<file path="config.mk">
export PLATFORM = sky130hd
export DESIGN_NAME = exe_muldiv_flat
export DESIGN_NICKNAME = d
export VERILOG_FILES = /design/src/rtl/exe_muldiv_if.sv /design/src/rtl/exe_muldiv.sv /design/src/flat_wrapper.sv
export SDC_FILE = /design/constraint.sdc
export NUM_CORES = 2
export LEC_CHECK = 0
export BUFFER_PORTS_ARGS = -buffer_cell sky130_fd_sc_hd__buf_2
export CAP_MARGIN = 10
export CORE_ASPECT_RATIO = 1.75
export CORE_MARGIN = 8
export CORE_UTILIZATION = 60
export CTS_CLUSTER_DIAMETER = 150
export DETAILED_ROUTE_END_ITERATION = 10
export GPL_TIMING_DRIVEN = 0
export PLACE_DENSITY = 0.77
export SYNTH_ARGS = -nofsm -noshare
export SYNTH_HDL_FRONTEND = slang
export SYNTH_SLANG_ARGS = --single-unit
</file>
<file path="constraint.sdc">
create_clock -name clk_i -period 14.88 [get_ports clk_i]
set_clock_uncertainty 0.2 [all_clocks]
set_input_delay 4.464 -clock clk_i [delete_from_list [all_inputs] [get_ports clk_i]]
set_output_delay 4.464 -clock clk_i [all_outputs]
set_load 0.02 [all_outputs]
</file>
<file path="src/rtl/exe_muldiv_if.sv">
`timescale 1ns/1ps
// Issue/result bundle between the execute stage and the M-extension unit.
// The master side is the pipeline and the slave side is exe_muldiv.
interface exe_muldiv_if #(
  parameter int XLEN        = 32,
  parameter int RADDR_WIDTH = 5
);
  logic                   start_i;
  logic [2:0]             op_i;
  logic [XLEN-1:0]        op1_i;
  logic [XLEN-1:0]        op2_i;
  logic [RADDR_WIDTH-1:0] reg_waddr_i;
  logic                   flush_i;
  logic                   stallreq_o;
  logic                   busy_o;
  logic                   valid_o;
  logic                   reg_we_o;
  logic [XLEN-1:0]        result_o;
  logic [RADDR_WIDTH-1:0] reg_waddr_o;

  modport master (
    output start_i, op_i, op1_i, op2_i, reg_waddr_i, flush_i,
    input  stallreq_o, busy_o, valid_o, reg_we_o, result_o, reg_waddr_o
  );

  modport slave (
    input  start_i, op_i, op1_i, op2_i, reg_waddr_i, flush_i,
    output stallreq_o, busy_o, valid_o, reg_we_o, result_o, reg_waddr_o
  );
endinterface

</file>
<file path="src/rtl/exe_muldiv.sv">
`timescale 1ns/1ps
// RV32M multiply/divide unit: iterative shift-add multiply and restoring divide on magnitudes.
// Iterative ops finish XLEN+1 cycles after accept, short cases after 1; stallreq holds the pipe until DONE.
module exe_muldiv #(
  parameter int XLEN        = 32,
  parameter int RADDR_WIDTH = 5,
  parameter int FAST_MUL    = 0
) (
  input logic         clk_i,
  input logic         rst_i,
  exe_muldiv_if.slave bus
);
  localparam int CW = $clog2(XLEN) + 1;

  typedef enum logic [1:0] {IDLE, BUSY, DONE} state_t;

  state_t                 state_q;
  logic [CW-1:0]          cnt_q;
  logic [2:0]             op_q;
  logic                   neg_q;
  logic                   neg_r;
  logic [XLEN-1:0]        a_q;
  logic [2*XLEN-1:0]      b_q;
  logic [2*XLEN-1:0]      acc_q;
  logic [RADDR_WIDTH-1:0] waddr_q;
  logic [RADDR_WIDTH-1:0] waddr_out;
  logic [XLEN-1:0]        result_out;
  logic                   valid_out;
  logic                   busy_out;

  logic                   is_div, a_signed, b_signed, op1_neg, op2_neg;
  logic                   div_zero, div_ovf, short_case, accept;
  logic [XLEN-1:0]        mag1, mag2, short_res;
  logic [2*XLEN-1:0]      fast_mag, fast_prod;

  always_comb begin
    short_res  = '0;
    is_div     = bus.op_i[2];
    a_signed   = (bus.op_i == 3'b001) || (bus.op_i == 3'b010) || (is_div && !bus.op_i[0]);
    b_signed   = (bus.op_i == 3'b001) || (is_div && !bus.op_i[0]);
    op1_neg    = a_signed && bus.op1_i[XLEN-1];
    op2_neg    = b_signed && bus.op2_i[XLEN-1];
    mag1       = op1_neg ? -bus.op1_i : bus.op1_i;
    mag2       = op2_neg ? -bus.op2_i : bus.op2_i;
    div_zero   = (bus.op2_i == '0);
    div_ovf    = is_div && !bus.op_i[0] &&
                 (bus.op1_i == {1'b1, {(XLEN-1){1'b0}}}) && (bus.op2_i == '1);
    short_case = is_div ? (div_zero || div_ovf) : (FAST_MUL != 0);
    fast_mag   = {{XLEN{1'b0}}, mag1} * {{XLEN{1'b0}}, mag2};
    fast_prod  = (op1_neg ^ op2_neg) ? -fast_mag : fast_mag;
    // Divide-by-zero and signed overflow have architecturally fixed results.
    if (is_div) begin
      if (div_zero) short_res = bus.op_i[1] ? bus.op1_i : '1;
      else          short_res = bus.op_i[1] ? '0 : bus.op1_i;
    end else if (bus.op_i[1:0] == 2'b00) begin
      short_res = fast_prod[XLEN-1:0];
    end else begin
      short_res = fast_prod[2*XLEN-1:XLEN];
    end
    accept = (state_q == IDLE) && bus.start_i && !bus.flush_i;
  end

  logic [XLEN:0]     r_shift;
  logic              ge;
  logic [XLEN-1:0]   a_n, q_fin, r_fin, res_fin;
  logic [2*XLEN-1:0] acc_n, b_n, prod;

  // One iteration: a_q is multiplier / dividend-then-quotient, b_q multiplicand / divisor.
  always_comb begin
    r_shift = {acc_q[XLEN-1:0], a_q[XLEN-1]};
    ge      = (r_shift >= {1'b0, b_q[XLEN-1:0]});
    if (op_q[2]) begin
      a_n   = {a_q[XLEN-2:0], ge};
      acc_n = {{XLEN{1'b0}}, ge ? (r_shift[XLEN-1:0] - b_q[XLEN-1:0]) : r_shift[XLEN-1:0]};
      b_n   = b_q;
    end else begin
      a_n   = a_q >> 1;
      acc_n = a_q[0] ? (acc_q + b_q) : acc_q;
      b_n   = b_q << 1;
    end
    prod  = neg_q ? -acc_n : acc_n;
    q_fin = neg_q ? -a_n : a_n;
    r_fin = neg_r ? -acc_n[XLEN-1:0] : acc_n[XLEN-1:0];
    if (op_q[2])                 res_fin = op_q[1] ? r_fin : q_fin;
    else if (op_q[1:0] == 2'b00) res_fin = prod[XLEN-1:0];
    else                         res_fin = prod[2*XLEN-1:XLEN];
  end

  always_ff @(posedge clk_i or posedge rst_i) begin
    if (rst_i) begin
      state_q    <= IDLE;
      cnt_q      <= '0;
      op_q       <= '0;
      neg_q      <= 1'b0;
      neg_r      <= 1'b0;
      a_q        <= '0;
      b_q        <= '0;
      acc_q      <= '0;
      waddr_q    <= '0;
      waddr_out  <= '0;
      result_out <= '0;
      valid_out  <= 1'b0;
      busy_out   <= 1'b0;
    end else if (bus.flush_i) begin
      state_q    <= IDLE;
      cnt_q      <= '0;
      waddr_out  <= '0;
      result_out <= '0;
      valid_out  <= 1'b0;
      busy_out   <= 1'b0;
    end else begin
      case (state_q)
        IDLE: begin
          if (accept) begin
            op_q    <= bus.op_i;
            waddr_q <= bus.reg_waddr_i;
            neg_q   <= op1_neg ^ op2_neg;
            neg_r   <= op1_neg;
            a_q     <= mag1;
            b_q     <= {{XLEN{1'b0}}, mag2};
            acc_q   <= '0;
            cnt_q   <= '0;
            if (short_case) begin
              state_q    <= DONE;
              valid_out  <= 1'b1;
              result_out <= short_res;
              waddr_out  <= bus.reg_waddr_i;
            end else begin
              state_q  <= BUSY;
              busy_out <= 1'b1;
            end
          end
        end
        BUSY: begin
          a_q   <= a_n;
          b_q   <= b_n;
          acc_q <= acc_n;
          cnt_q <= cnt_q + CW'(1);
          if (cnt_q == CW'(XLEN-1)) begin
            state_q    <= DONE;
            busy_out   <= 1'b0;
            valid_out  <= 1'b1;
            result_out <= res_fin;
            waddr_out  <= waddr_q;
          end
        end
        DONE: begin
          state_q    <= IDLE;
          cnt_q      <= '0;
          valid_out  <= 1'b0;
          result_out <= '0;
          waddr_out  <= '0;
        end
        default: state_q <= IDLE;
      endcase
    end
  end

  assign bus.stallreq_o  = !rst_i && ((state_q == BUSY) || accept);
  assign bus.busy_o      = busy_out;
  assign bus.valid_o     = valid_out;
  assign bus.reg_we_o    = valid_out;
  assign bus.result_o    = result_out;
  assign bus.reg_waddr_o = waddr_out;
endmodule

</file>
<file path="src/flat_wrapper.sv">
// flat-port wrapper written by rule: the top's interface ports become plain ports
module exe_muldiv_flat 
#(
  parameter int XLEN        = 32,
  parameter int RADDR_WIDTH = 5,
  parameter int FAST_MUL    = 0
)
  (clk_i, rst_i, bus_start_i, bus_op_i, bus_op1_i, bus_op2_i, bus_reg_waddr_i, bus_flush_i, bus_stallreq_o, bus_busy_o, bus_valid_o, bus_reg_we_o, bus_result_o, bus_reg_waddr_o);
  exe_muldiv_if #(.XLEN(XLEN), .RADDR_WIDTH(RADDR_WIDTH)) bus_i ();
  input logic clk_i;
  input logic rst_i;
  input wire logic [$bits(bus_i.start_i)-1:0] bus_start_i;
  input wire logic [$bits(bus_i.op_i)-1:0] bus_op_i;
  input wire logic [$bits(bus_i.op1_i)-1:0] bus_op1_i;
  input wire logic [$bits(bus_i.op2_i)-1:0] bus_op2_i;
  input wire logic [$bits(bus_i.reg_waddr_i)-1:0] bus_reg_waddr_i;
  input wire logic [$bits(bus_i.flush_i)-1:0] bus_flush_i;
  output wire logic [$bits(bus_i.stallreq_o)-1:0] bus_stallreq_o;
  output wire logic [$bits(bus_i.busy_o)-1:0] bus_busy_o;
  output wire logic [$bits(bus_i.valid_o)-1:0] bus_valid_o;
  output wire logic [$bits(bus_i.reg_we_o)-1:0] bus_reg_we_o;
  output wire logic [$bits(bus_i.result_o)-1:0] bus_result_o;
  output wire logic [$bits(bus_i.reg_waddr_o)-1:0] bus_reg_waddr_o;
  assign bus_i.start_i = bus_start_i;
  assign bus_i.op_i = bus_op_i;
  assign bus_i.op1_i = bus_op1_i;
  assign bus_i.op2_i = bus_op2_i;
  assign bus_i.reg_waddr_i = bus_reg_waddr_i;
  assign bus_i.flush_i = bus_flush_i;
  assign bus_stallreq_o = bus_i.stallreq_o;
  assign bus_busy_o = bus_i.busy_o;
  assign bus_valid_o = bus_i.valid_o;
  assign bus_reg_we_o = bus_i.reg_we_o;
  assign bus_result_o = bus_i.result_o;
  assign bus_reg_waddr_o = bus_i.reg_waddr_o;
  exe_muldiv #(.XLEN(XLEN), .RADDR_WIDTH(RADDR_WIDTH), .FAST_MUL(FAST_MUL)) u_core (.clk_i(clk_i), .rst_i(rst_i), .bus(bus_i));
endmodule
</file>
==> results.tsv, run 1 <==
stage	metric	value	unit
place	gp_congestion	1.19	
global_routing	grt_max_degree	81	
place	place_inst	9050	
global_routing	grt_pass1_wl	625000	µm
place	dp_hpwl	263000	µm
yosys	syn_nets	8932	
yosys	ys_ff_latch	217	
yosys	synth_cell_type_count	122	
run_status	status	aborted with a tool error	
yosys	syn_area	59700	µm²
die	ios	117	
global_routing	grt.overflow.total	1166	
die	fp.dieW	254	µm
yosys	async_flop_share	100	%
yosys	synth_seq_area_share	9.09	%
global_routing	grt_pass1_vias	78500	
clocking	cts_made_buffers	21	
die	die_h	433	µm
die	core.rowCount	153	
yosys	yosys_warnings	0	
yosys	postSynthCellCount	7590	
clocking	clockBufferDepth	3	
clocking	clock-root-buffer	clkbuf_16	
run_status	error	[ERROR GRT-0116] Global routing finished with congestion. Check the congestion regions in the DRC Viewer.	
yosys	synth_ff_type	dfrtp_1	
clocking	cts_sinks	217	
clocking	htree_num_levels	1	
die	start_util	60.3	%
run_status	haltStage	5_1_grt	
place	dpl_worst_slack	-4090	ps
place	io_buffers	103	
yosys	synth-edff-count	0	
global_routing	grt.total_usage	75.5	%
yosys	syn_avg_cell_area	7.87	µm²
## per-layer routing
| metal | track usage, % | overflow |
|---|---|---|
| met1 | 72.5 | 13 |
| met2 | 93.9 | 695 |
| met5 | 26.3 | 2 |
| met4 | 79.5 | 442 |
| met3 | 59.3 | 14 |
## timing repair
item	CTS
hold buffers	0
buffers inserted	172
pin swaps	133
endpoints found under the setup margin	32
resized for setup	639
## per-stage QoR
step                TNS, ps  hold slack, ps  area, µm²
floorplan                 0             267      60100
global placement    -125120             258      62200
detailed placement  -109510             269      63000
CTS                   -2650             289      67800
## cells by family after synthesis
group	after synthesis	synth area share (%)
and+or+nand+nor	2661	20.2
AOI/OAI and AO/OA	1570	17.3
buffers and inverters	1486	9.59
adders and majority gates	1270	37.9
xor gates and xnor gates	286	4.20
DFF	217	9.09
muxes	100	1.73
## cell usage after synthesis, drive strengths merged, types with 20 or more instances
| cell type | n | area, µm² |
|---|---|---|
| or3 | 65 | 407 |
| a22o | 36 | 324 |
| o21ai | 429 | 2160 |
| nor2b | 26 | 163 |
| and2 | 39 | 246 |
| nand4 | 122 | 785 |
| o21a | 53 | 398 |
| a22oi | 21 | 163 |
| fa | 898 | 18000 |
| clkbuf | 378 | 1420 |
| o31ai | 60 | 505 |
| o311ai | 26 | 235 |
| mux2i | 74 | 741 |
| or2 | 32 | 203 |
| dfrtp | 217 | 5430 |
| a221oi | 26 | 246 |
| mux2 | 26 | 293 |
| nand2b | 49 | 307 |
| a31oi | 58 | 375 |
| ha | 368 | 4600 |
| nand2 | 1002 | 3770 |
| nor4 | 49 | 373 |
| inv | 1016 | 3810 |
| xor2 | 116 | 1020 |
| nor2 | 896 | 3360 |
| a21boi | 20 | 154 |
| a211oi | 67 | 523 |
| a21o | 66 | 495 |
| o211ai | 71 | 547 |
| nor3 | 112 | 581 |
| nand3 | 104 | 543 |
| buf | 88 | 479 |
| or4 | 32 | 248 |
| a21oi | 401 | 2050 |
| and3 | 42 | 263 |
| xnor2 | 170 | 1490 |
==> inputs of run 2 (changes only) <==
--- a/config.mk
+++ b/config.mk
@@ -7,13 +7,11 @@
 export LEC_CHECK = 0
 export BUFFER_PORTS_ARGS = -buffer_cell sky130_fd_sc_hd__buf_2
 export CAP_MARGIN = 10
-export CORE_ASPECT_RATIO = 1.75
 export CORE_MARGIN = 8
-export CORE_UTILIZATION = 60
-export CTS_CLUSTER_DIAMETER = 150
+export CORE_UTILIZATION = 40
 export DETAILED_ROUTE_END_ITERATION = 10
 export GPL_TIMING_DRIVEN = 0
-export PLACE_DENSITY = 0.77
+export PLACE_DENSITY_LB_ADDON = 0.15
 export SYNTH_ARGS = -nofsm -noshare
 export SYNTH_HDL_FRONTEND = slang
 export SYNTH_SLANG_ARGS = --single-unit
==> results.tsv, run 2 <==
stage	metric	value	unit	change
critical_path	crit_buf_inv	9		
sta	post-route-period-util	102	%	
yosys	synth_cell_type_count	122		unchanged
clocking	clk_pin_slew	70	ps	
sta	slew_viol_final	0		
yosys	syn_avg_cell_area	7.87	µm²	unchanged
global_routing	grt_pass1_wl	438000	µm	
place	dp_hpwl	248000	µm	-5.8%
yosys	syn_nets	8932		unchanged
critical_path	critical-path-top-delay-family	adder cells		
sta	tightest_slew	1480	ps	
die	die_h	402	µm	-7.1%
clocking	clk_latency	620	ps	
cells_and_area	fin_area	71300	µm²	
place	gp_congestion	1.12		-6.0%
routing	wl_per_cell	30.8	µm	
routing	wl	308000	µm	
run_status	violations	setup timing		
yosys	synth-edff-count	0		unchanged
global_routing	antenna_found_initial	43		
critical_path	worstPathRequired	15130	ps	
cells_and_area	layout_common_cells	inv_1 (994), nand2_1 (981), fa_1 (866)		
routing	ant_nets	0		
critical_path	cp.arrival	15480	ps	
clocking	htree_num_levels	1		unchanged
sta	relSlewSlack	1.46	%	
cells_and_area	fin_nets	9361		
sta	layout_min_cycle_time	15230	ps	
global_routing	grt_pass1_vias	62400		
yosys	synth_ff_type	dfrtp_1		
critical_path	startpoint	bus_op1_i[14]		
place	place_inst	9655		+6.7%
critical_path	crit_path_end_kind	flip-flop		
routing	vias	62000		
critical_path	max_stage_delay	640	ps	
sta	hold_ws	272	ps	
critical_path	crit_type	in -> reg		
cells_and_area	final_cells	10000		
yosys	synth_seq_area_share	9.09	%	unchanged
clocking	cts_sinks	217		unchanged
die	dieArea	162000	µm²	
flow_run	maxCapViolCount	0		
die	ios	117		unchanged
critical_path	crit_end	u_core.bus.result_o[24]$_DFFE_PP0P_		
yosys	syn_area	59700	µm²	unchanged
global_routing	grt_max_degree	114		
clocking	clockBufferDepth	3		unchanged
critical_path	r2r_slack	5680	ps	
yosys	synthMostInstantiatedCell	inv_1		
place	io_buffers	103		unchanged
routing	drt_iter0_drc	6314		
sta	fmax	0.0657	GHz	
critical_path	cp_common_cell	fa_1		
global_routing	grt.total_usage	36.8	%	
critical_path	worstPathMaxFanout	7		
sta	hold_viol_final	0		
critical_path	startpoint_type	primary input		
critical_path	crit_cells	37		
sta	grt_setup_unrepaired	true		
cells_and_area	top_regs	u_core.acc_q (64), u_core.b_q (64)		
yosys	postSynthCellCount	7590		unchanged
die	core_area	148000	µm²	
routing	drc	0		
hold_path	min_path_type	reg -> reg		
die	start_util	40.3	%	-20 points
run_status	status	complete, but fails checks		
critical_path	rr_worst_depth	21		
critical_path	r2r-start	u_core.a_q[0]$_DFFE_PP0P_		
cells_and_area	post-route-util	48.2	%	
critical_path	regToRegEndpoint	u_core.bus.result_o[26]$_DFFE_PP0P_		
routing	via_per_inst	6.20		
yosys	synthDominantCellAreaShare	30.1	%	unchanged
clocking	cts_tree	yes		
cells_and_area	drive_above_1_share	16.3	%	
yosys	yosys-top-cells-count	inv_1 (1016), nand2_1 (1000), fa_1 (898)		
yosys	async_flop_share	100	%	unchanged
cells_and_area	areaGrowthSynthToFinish	19.4	%	
yosys	yosys_warnings	0		unchanged
yosys	ys_ff_latch	217		unchanged
yosys	synthTopCellsByArea	fa_1 (30%), dfrtp_1 (9.1%), ha_1 (7.7%)		
routing	first_pass_iters	10		
critical_path	cp_slowest_cell	fa_2		
cells_and_area	layout_commonest_cell	inv_1		
yosys	synth_top_cell_by_area	fa_1		
die	fp.dieW	402	µm	+58%
sta	setup_violations	20		
sta	setup_slack	-348	ps	
global_routing	grt.overflow.total	0		
clocking	clock-root-buffer	clkbuf_16		
place	place_area	63600	µm²	+1.0%
clocking	cts_made_buffers	26		+24%
die	core.rowCount	141		-7.8%
run 2: area by class of cell:
cell class / count / area (µm²)
sequential: 217 / 5430
inverter: 1020 / 3850
antenna: 35 / 87.6
fill: 14400 / 76700
multi-input combinational: 5888 / 52100
timing repair buffer: 426 / 3540
buffer: 440 / 2880
clock inverter: 15 / 228
tap: 1930 / 2410
clock buffer: 32 / 713
run 2: routing by layer:
| layer | part of all wire, % | track usage (%) | up-vias |
|---|---|---|---|
| met2 | 44 | 58.3 | 3740 |
| met1 | 35 | 41.8 | 30900 |
| met4 | 11 | 30.6 | 18 |
| met5 | 0.073 | 0 | - |
| met3 | 10 | 9.18 | 1269 |
| li1 | - | - | 26100 |
run 2: worst min path at each step:
stage	depth (start not counted)	endpoint	from	slack (ps)
2_1_floorplan	2	u_core.a_q[17]$_DFFE_PP0P_	u_core.a_q[17]$_DFFE_PP0P_	270
3_3_place_gp	2	u_core.bus.reg_waddr_o[1]$_DFFE_PP0P_	u_core.bus.reg_waddr_o[1]$_DFFE_PP0P_	260
3_5_place_dp	2	u_core.bus.reg_waddr_o[1]$_DFFE_PP0P_	u_core.bus.reg_waddr_o[1]$_DFFE_PP0P_	260
4_1_cts	2	u_core.bus.reg_waddr_o[1]$_DFFE_PP0P_	u_core.bus.reg_waddr_o[1]$_DFFE_PP0P_	280
5_1_grt	2	u_core.bus.reg_waddr_o[0]$_DFFE_PP0P_	u_core.bus.reg_waddr_o[0]$_DFFE_PP0P_	300
6_report	2	u_core.bus.reg_waddr_o[1]$_DFFE_PP0P_	u_core.bus.reg_waddr_o[1]$_DFFE_PP0P_	270
run 2: logic make-up (layout without fill, tap and decap cells):
kind of cell               count (synthesis)  after routing  synth area share [%]
AOI/OAI and AO/OA                       1570           1570                  17.3
xor gates and xnor gates                 286            287                  4.20
adders and majority gates               1270           1270                  37.9
buffers and inverters                   1486           1933                  9.59
DFF                                      217            217                  9.09
muxes                                    100            100                  1.73
other                                      0             35                     0
and+or+nand+nor                         2661           2661                  20.2
run 2: timing repair:
item                                    CTS  global route
hold buffers                              0             0
pin swaps                               189           116
endpoints found under the setup margin   32            32
gates resized for setup                 779           253
cloned                                    0             2
buffers inserted                        220            69
run 2: worst register-to-register path, stage by stage (launching register included):
cell and delay [ps]:
dfrtp_1 340, clkbuf_1 430, clkbuf_1 640, clkbuf_1 920, buf_1 790, mux2i_1 730
nor2_1 120, a31oi_2 470, ha_1 410, nand2_1 140, nor2_1 100, o21ai_0 90
a31oi_1 160, a211oi_1 80, buf_4 200, or4_1 400, clkbuf_1 220, nor4_1 980
nand3_1 440, o2111ai_1 290, nor3b_1 800, or3_1 210
run 2: through the flow:
step | setup slack [ps] | TNS, ps
6_report | -348 | -3820
3_3_place_gp | -4610 | -118450
2_1_floorplan | 0.751 | 0
4_1_cts | -185 | -932
3_5_place_dp | -4190 | -112100
5_1_grt | -603 | -9070
Power of run 2 is left out: the tool's default activity adds up to more than one toggle a clock period on the data nets, which glitch-free logic cannot reach.
